===== src/rtl/flag_debounce.sv =====
// flag_debounce
// Synchronizes an asynchronous, idle-high, possibly bouncing flag into clk and
// debounces it with a consecutive-cycle stability counter.
// A level change is accepted only after it has been seen for DEBOUNCE_CYCLES
// consecutive enabled cycles. A mismatch that ends early is counted as a
// rejected glitch in a saturating 8-bit counter.
module flag_debounce #(
   parameter int SYNC_STAGES     = 2,
   parameter int DEBOUNCE_CYCLES = 16
) (
   input  logic       clk,
   input  logic       rst,
   input  logic       raw_flag,
   input  logic       en,
   input  logic       glitch_clr,
   output logic       clean_flag,
   output logic       busy,
   output logic [7:0] glitch_cnt
);

   // Counter value on which a persisting mismatch is accepted.
   localparam logic [15:0] LAST_CNT = 16'(DEBOUNCE_CYCLES - 1);

   typedef enum logic [0:0] {
      ST_IDLE = 1'b0,
      ST_QUAL = 1'b1
   } state_t;

   logic [SYNC_STAGES-1:0] sync_r;
   logic                   sync_q_s;
   logic                   mismatch_s;
   logic                   reject_s;
   state_t                 state_r;
   logic [15:0]            cnt_r;
   logic                   clean_r;
   logic                   busy_r;
   logic [7:0]             glitch_r;

   assign sync_q_s   = sync_r[SYNC_STAGES-1];
   assign mismatch_s = sync_q_s ^ clean_r;

   assign clean_flag = clean_r;
   assign busy       = busy_r;
   assign glitch_cnt = glitch_r;

   // Synchronizer shift register; resets to the idle-high level and keeps running regardless of en.
   always_ff @(posedge clk or posedge rst) begin
      if (rst) begin
         sync_r <= {SYNC_STAGES{1'b1}};
      end else begin
         sync_r <= {sync_r[SYNC_STAGES-2:0], raw_flag};
      end
   end

   // Qualification FSM: times a mismatch, accepts it after the full window, drops it when it ends early.
   always_ff @(posedge clk or posedge rst) begin
      if (rst) begin
         state_r <= ST_IDLE;
         cnt_r   <= 16'd0;
         clean_r <= 1'b1;
         busy_r  <= 1'b0;
      end else if (!en) begin
         // Disabled: abandon any pending change without counting it as a glitch.
         state_r <= ST_IDLE;
         cnt_r   <= 16'd0;
         busy_r  <= 1'b0;
      end else begin
         case (state_r)
            ST_IDLE: begin
               if (mismatch_s) begin
                  state_r <= ST_QUAL;
                  cnt_r   <= 16'd1;
                  busy_r  <= 1'b1;
               end else begin
                  cnt_r   <= 16'd0;
                  busy_r  <= 1'b0;
               end
            end
            ST_QUAL: begin
               if (mismatch_s && (cnt_r == LAST_CNT)) begin
                  // ACCEPT: the new level persisted for the whole window.
                  clean_r <= sync_q_s;
                  state_r <= ST_IDLE;
                  cnt_r   <= 16'd0;
                  busy_r  <= 1'b0;
               end else if (mismatch_s) begin
                  cnt_r   <= cnt_r + 16'd1;
                  busy_r  <= 1'b1;
               end else begin
                  // REJECT: the level fell back before the window completed.
                  state_r <= ST_IDLE;
                  cnt_r   <= 16'd0;
                  busy_r  <= 1'b0;
               end
            end
            default: begin
               state_r <= ST_IDLE;
               cnt_r   <= 16'd0;
               busy_r  <= 1'b0;
            end
         endcase
      end
   end

   // A REJECT is a match observed while a mismatch is being timed with en high.
   always_comb begin
      reject_s = 1'b0;
      if (en && (state_r == ST_QUAL) && !mismatch_s) begin
         reject_s = 1'b1;
      end else begin
         reject_s = 1'b0;
      end
   end

   // Saturating glitch counter; a clear wins over a simultaneous REJECT.
   always_ff @(posedge clk or posedge rst) begin
      if (rst) begin
         glitch_r <= 8'd0;
      end else if (glitch_clr) begin
         glitch_r <= 8'd0;
      end else if (reject_s && (glitch_r != 8'd255)) begin
         glitch_r <= glitch_r + 8'd1;
      end else begin
         glitch_r <= glitch_r;
      end
   end

endmodule


===== config.mk =====
export PLATFORM = sky130hd
export DESIGN_NAME = flag_debounce
export DESIGN_NICKNAME = d
export VERILOG_FILES = /design/src/rtl/flag_debounce.sv
export SDC_FILE = /design/constraint.sdc
export NUM_CORES = 1
export LEC_CHECK = 0
export CORE_MARGIN = 4
export CORE_UTILIZATION = 25
export CTS_CLUSTER_DIAMETER = 150
export DETAILED_ROUTE_END_ITERATION = 6
export SETUP_SLACK_MARGIN = 0.15
export SKIP_CTS_REPAIR_TIMING = 1
export SYNTH_ARGS = -nofsm -noshare
export SYNTH_HDL_FRONTEND = slang
export SYNTH_SLANG_ARGS = --single-unit

===== constraint.sdc =====
create_clock -name clk -period 1.9 [get_ports clk]
set_input_delay 0.38 -clock clk [delete_from_list [all_inputs] [get_ports clk]]
set_output_delay 0.38 -clock clk [all_outputs]
set_load 0.005 [all_outputs]

==> results of run 1 <==
==> flip-flops by register name, indices dropped and copies added, names as in the netlist <==
signal      count
clean_flag      1
sync_r          2
cnt_r          16
busy            1
glitch_cnt      8
==> cell type report <==
type                    count  area (um2)
flip-flops and latches     28         706
fillers                   526        3430
well taps                  70        87.6
multi-input cells          98         634
repair buffers             25         239
clock buffers               4        45.0
inverters                   7        26.3
==> worst min path at each step <==
stage / cells past startpoint / to / slack, ns / startpoint
floorplan: 0 / sync_r[1]$_DFF_PP1_ / 0.35 / sync_r[0]$_DFF_PP1_
global placement: 0 / sync_r[1]$_DFF_PP1_ / 0.35 / sync_r[0]$_DFF_PP1_
detailed placement: 0 / sync_r[1]$_DFF_PP1_ / 0.35 / sync_r[0]$_DFF_PP1_
CTS: 0 / sync_r[1]$_DFF_PP1_ / 0.36 / sync_r[0]$_DFF_PP1_
global route: 0 / sync_r[1]$_DFF_PP1_ / 0.36 / sync_r[0]$_DFF_PP1_
finish: 0 / sync_r[1]$_DFF_PP1_ / 0.36 / sync_r[0]$_DFF_PP1_
==> power breakdown <==
part	internal, mW	total (mW)	leakage, nW	switching (mW)
clock network	0.150	0.329	0.0228	0.179
registers	0.603	0.607	0.377	0.00389
logic	0.0270	0.0563	0.261	0.0294
==> layout by cell type, fill, tap and decap left out, drive strengths merged <==
master,instances
buf,11
nor4,4
clkdlybuf4s50,14
dfstp,3
or3,4
nor3,5
clkinv,1
ha,2
nand3,8
a21oi,9
mux2,1
dfrtp,25
and4,1
o31ai,4
nand2,8
mux2i,1
and3,3
or2,3
xnor2,10
inv,6
a311o,1
nor2,17
xor2,4
o21ai,4
nand4,3
o21a,1
or4,5
clkbuf,4
==> worst max-delay path, stage by stage, from the launching register on <==
cell and delay [ns]:
dfrtp_1 0.42, ha_2 0.21, and3_4 0.14, a311o_2 0.36, buf_6 0.15, or3_1 0.32
a21oi_2 0.12
==> routing by layer <==
| metal | wire length (um) | global-route usage (%) | vias up | part of all wire [%] |
|---|---|---|---|---|
| met5 | 0 | 0 | - | 0 |
| met2 | 1250 | 14.4 | 11 | 48 |
| met3 | 57 | 1.32 | 5 | 2.2 |
| met4 | 40 | 3.55 | 0 | 1.5 |
| li1 | - | - | 530 | - |
| met1 | 1240 | 11.7 | 490 | 48 |
==> per-stage QoR <==
step / instances / setup slack, ns / setup TNS (ns)
floorplan: 137 / 0.169 / 0
finish: 232 / 0.102 / 0
detailed placement: 226 / -0.122 / -0.398
global placement: 226 / -0.0684 / -0.240
global route: 232 / 0.0216 / 0
CTS: 230 / 0.0225 / 0
==> logic make-up (layout without fill, tap and decap cells) <==
kind of cell,count (synthesis),after routing,synth area share (%)
compound gates,19,19,8.33
xor+xnor,14,14,9.07
fa+ha+maj,2,2,1.85
buf+inv,11,36,3.24
flops,28,28,52.1
mux,2,2,1.57
simple gates,61,61,23.9
==> run metrics, run 1 <==
GPL Wtd Cong=0.758; first-pass GRT wire length=4.64 mm; vias in the first global route=1034; Worst Path Arrival=2.00 ns; total number of vias=1036; layout cells sized above 1=18.5%; ys async rst share=100%; run status=finished clean; port bufs=14; max-slew violation count=0; area share of the largest cell type after synthesis=46.3%; Clock Path Buffers=2; Hold WC Path Type=flop to flop; die area=6650 um2; DRC viols=0; P per Cell Area=571 nW/um2; Design Power=0.992 mW; critical path class=flop to flop; Synth cell types=30; Peak VDD IR=0.225 mV; latest clock arrival within the worst-skew pair=0.27 ns; CTS tree=done; Final Util=33.6%; RSZ-0062 raised after global routing=true; Setup violations, final=0; reg2reg end=glitch_cnt[3]$_DFFE_PP0P_; actual slew at the worst max-slew pin=0.393 ns; GR Overflow Total=0; clk root buf=clkbuf_8; routed length per instance=11.1 um; Core Area=5170 um2; # rows=26; CP startpoint kind=flop; Initial DRC Count=49; Final Cycle Share=94.7%; CP required=2.10 ns; final instance area=1740 um2; drt total wl=2.58 mm; area after detailed placement=1650 um2; initial core utilization=26.1%; Critical Path End Type=flop; Max-slew headroom=73.8%; # diodes=0; post-synthesis cell count=137; skew final=0.00352 ns; fin crit period=1.80 ns; Synth warnings=0; Area Growth Syn to Fin=28.5%; clock transition at the registers of the reported paths=0.09 ns; Ports=15; Post-DRT Antenna Nets=0; largest net degree at the start of global routing=16; GRT Total Usage=8.85%; Die Ht=81.6 um; H-tree levels=1; CTS Buf Count=3; Max-Cap Viols=0; Final Hold Vio Count=0; most common cell in the synthesized netlist=dfrtp_1; Worst R2R Setup Slack=0.10 ns; router iterations before antenna repair=4; Setup crit start=glitch_cnt[1]$_DFFE_PP0P_; Post-Syn Area per Cell=9.87 um2; R2R depth=6; ys flop type=dfrtp_1; Nets=170; Mapped Area=1350 um2; antenna violations before repair=0; Die X=81.6 um; DR vias/cell=4.47; leading area contributor after synthesis=dfrtp_1; fmax=0.556 GHz; CP endpoint=glitch_cnt[3]$_DFFE_PP0P_; Area contributors post-synth=dfrtp_1, xnor2_1, dfstp_2, nor2_1, a21oi_1; Post-synth EDFFs=0; Yosys reg bits=28; worst hold slack=0.360 ns; worst-path fanout max=7; reg2reg start=glitch_cnt[1]$_DFFE_PP0P_; sequential area share after synthesis=52.1%; Leak=0.661 nW; clock sink total=28; post-DP HPWL=1.98 mm; Post-synth top cells=dfrtp_1, nor2_1, xnor2_1; post-synthesis net count=144
No activity file was read; power rests on OpenSTA's default activity.
==> run 2, diff against run 1 <==
--- a/config.mk
+++ b/config.mk
@@ -9,8 +9,10 @@
 export CORE_UTILIZATION = 25
 export CTS_CLUSTER_DIAMETER = 150
 export DETAILED_ROUTE_END_ITERATION = 6
+export REMOVE_ABC_BUFFERS = 1
 export SETUP_SLACK_MARGIN = 0.15
 export SKIP_CTS_REPAIR_TIMING = 1
+export SLEW_MARGIN = 20
 export SYNTH_ARGS = -nofsm -noshare
 export SYNTH_HDL_FRONTEND = slang
 export SYNTH_SLANG_ARGS = --single-unit
==> run 2 against run 1 <==
Compared with the run above:
- sequential power is essentially flat
- critical endpoint is now glitch_cnt[5]$_DFFE_PP0P_
- register-to-register slack lost 0.07 ns
- utilization grew 0.12 points
- final cell count grew 0.86%
- via count grew 3.0%
- critical path depth shrank 1
==> run metrics, run 2 (synthesis gave the netlist of run 1 again) <==
run status=finished clean; met1 GRT Util=12.6%; worst hold slack=0.359 ns; clk root buf=clkbuf_8; Sw Share=21.4%; Max-Cap Viols=0; worst hold start=sync_r[0]$_DFF_PP1_; antenna violations before repair=0; Design Power=0.989 mW; P_sw=0.211 mW; Hold WC Path Type=flop to flop; Final Cycle Share=98.3%; met3 Use GR=1.64%; Cell Int Power=0.777 mW; Setup violations, final=0; commonest cells after routing, fill and taps aside=dfrtp_1, nor2_1, clkdlybuf4s50_1; Largest register FFs=16; Area Growth Syn to Fin=29.0%; die area=6650 um2; worst-path fanout max=7; CTS Buf Count=3; pre-CTS WS=-0.147 ns; total number of vias=1067; vias in the first global route=1014; Leak=0.672 nW; combinational power share=5.4%; Worst Path Arrival=2.07 ns; layout cells sized above 1=18.9%; Core Area=5170 um2; skew final=0.00383 ns; reg2reg start=glitch_cnt[1]$_DFFE_PP0P_; routing usage on met2=13.9%; first-pass GRT wire length=4.79 mm; Die Ht=81.6 um; largest net degree at the start of global routing=29; CTS tree=done; busiest grt layer=met2; critical path class=flop to flop; Peak VDD IR=0.215 mV; clock sink total=28; H-tree levels=1; CP required=2.10 ns; post-DP HPWL=1.96 mm; GRT Total Usage=9.27%; Initial DRC Count=44; Largest Register=cnt_r; Critical Path End Type=flop; Final Hold Vio Count=0; fin crit period=1.87 ns; # rows=26; Final Util=33.7%; routed length per instance=11.8 um; CP startpoint kind=flop; fmax=0.536 GHz; DR vias/cell=4.56; Clock Path Buffers=2; port bufs=14; Ports=15; max-slew violation count=0; GR Overflow Total=0; # diodes=0; Setup crit start=glitch_cnt[1]$_DFFE_PP0P_; power share of the clock group=33.2%; DRC viols=0; Worst Hold Depth=0; RSZ-0062 raised after global routing=true; clock transition at the registers of the reported paths=0.09 ns; most common cell after layout, fill and taps aside=dfrtp_1; Seq pwr share=61.3%; P per Cell Area=567 nW/um2; Die X=81.6 um; Post-DRT Antenna Nets=0; latest clock arrival within the worst-skew pair=0.27 ns; router iterations before antenna repair=4; Nets=172; setup slack after layout=0.0331 ns; actual slew at the worst max-slew pin=0.362 ns; GPL Wtd Cong=0.736; drt total wl=2.76 mm; Max-slew headroom=75.8%; initial core utilization=26.1%; R2R depth=5
==> run 2: layout make-up <==
type                       count  area [um2]
inverter                       7        26.3
sequential                    28         704
fill                         540        3430
multi-input combinational     98         639
timing repair buffer          27         241
clock buffer                   4        45.0
tap                           70        87.6
==> run 2: critical path: stages, from the launching register on <==
cell and delay (ns):
dfrtp_1 0.39, ha_2 0.19, and3_4 0.14, a311o_2 0.44, or4_4 0.50, a21oi_2 0.13
==> run 2: through the flow <==
step                std cells  setup TNS, ns  area, um2
floorplan                 133              0       1340
global placement          228         -0.457       1650
detailed placement        228         -0.598       1650
CTS                       232              0       1690
global route              234        -0.0217       1740
finish                    234              0       1740
==> run 2: path summary, 6_finish.rpt <==
path                                             endpoint  slack (ns)
worst max register to register  glitch_cnt[5]$_DFFE_PP0P_        0.03
min in group asynchronous              cnt_r[5]$_DFF_PP0_        0.48
worst min-delay path                  sync_r[1]$_DFF_PP1_        0.36
worst min register to register        sync_r[1]$_DFF_PP1_        0.36
worst max-delay path            glitch_cnt[5]$_DFFE_PP0P_        0.03
max in group asynchronous             sync_r[0]$_DFF_PP1_        1.12
==> run 2: layer usage <==
metal  up-vias  part of all wire [%]  routed length, um
met5         -                     0                  0
met4         0                   2.6                 73
met3         5                   2.5                 68
met2        16                    44               1210
met1       508                    51               1420
li1        538                     -                  -
==> run 2: power by group through the flow <==
stage / sequential, mW / clock [mW] / combinational (mW)
after detailed placement: 0.618 / 0 / 0.0523
after CTS: 0.607 / 0.347 / 0.0528
after global placement: 0.618 / 0 / 0.0514
after floorplan: 0.619 / 0 / 0.0193
after global routing: 0.608 / 0.367 / 0.0615
final: 0.606 / 0.329 / 0.0538
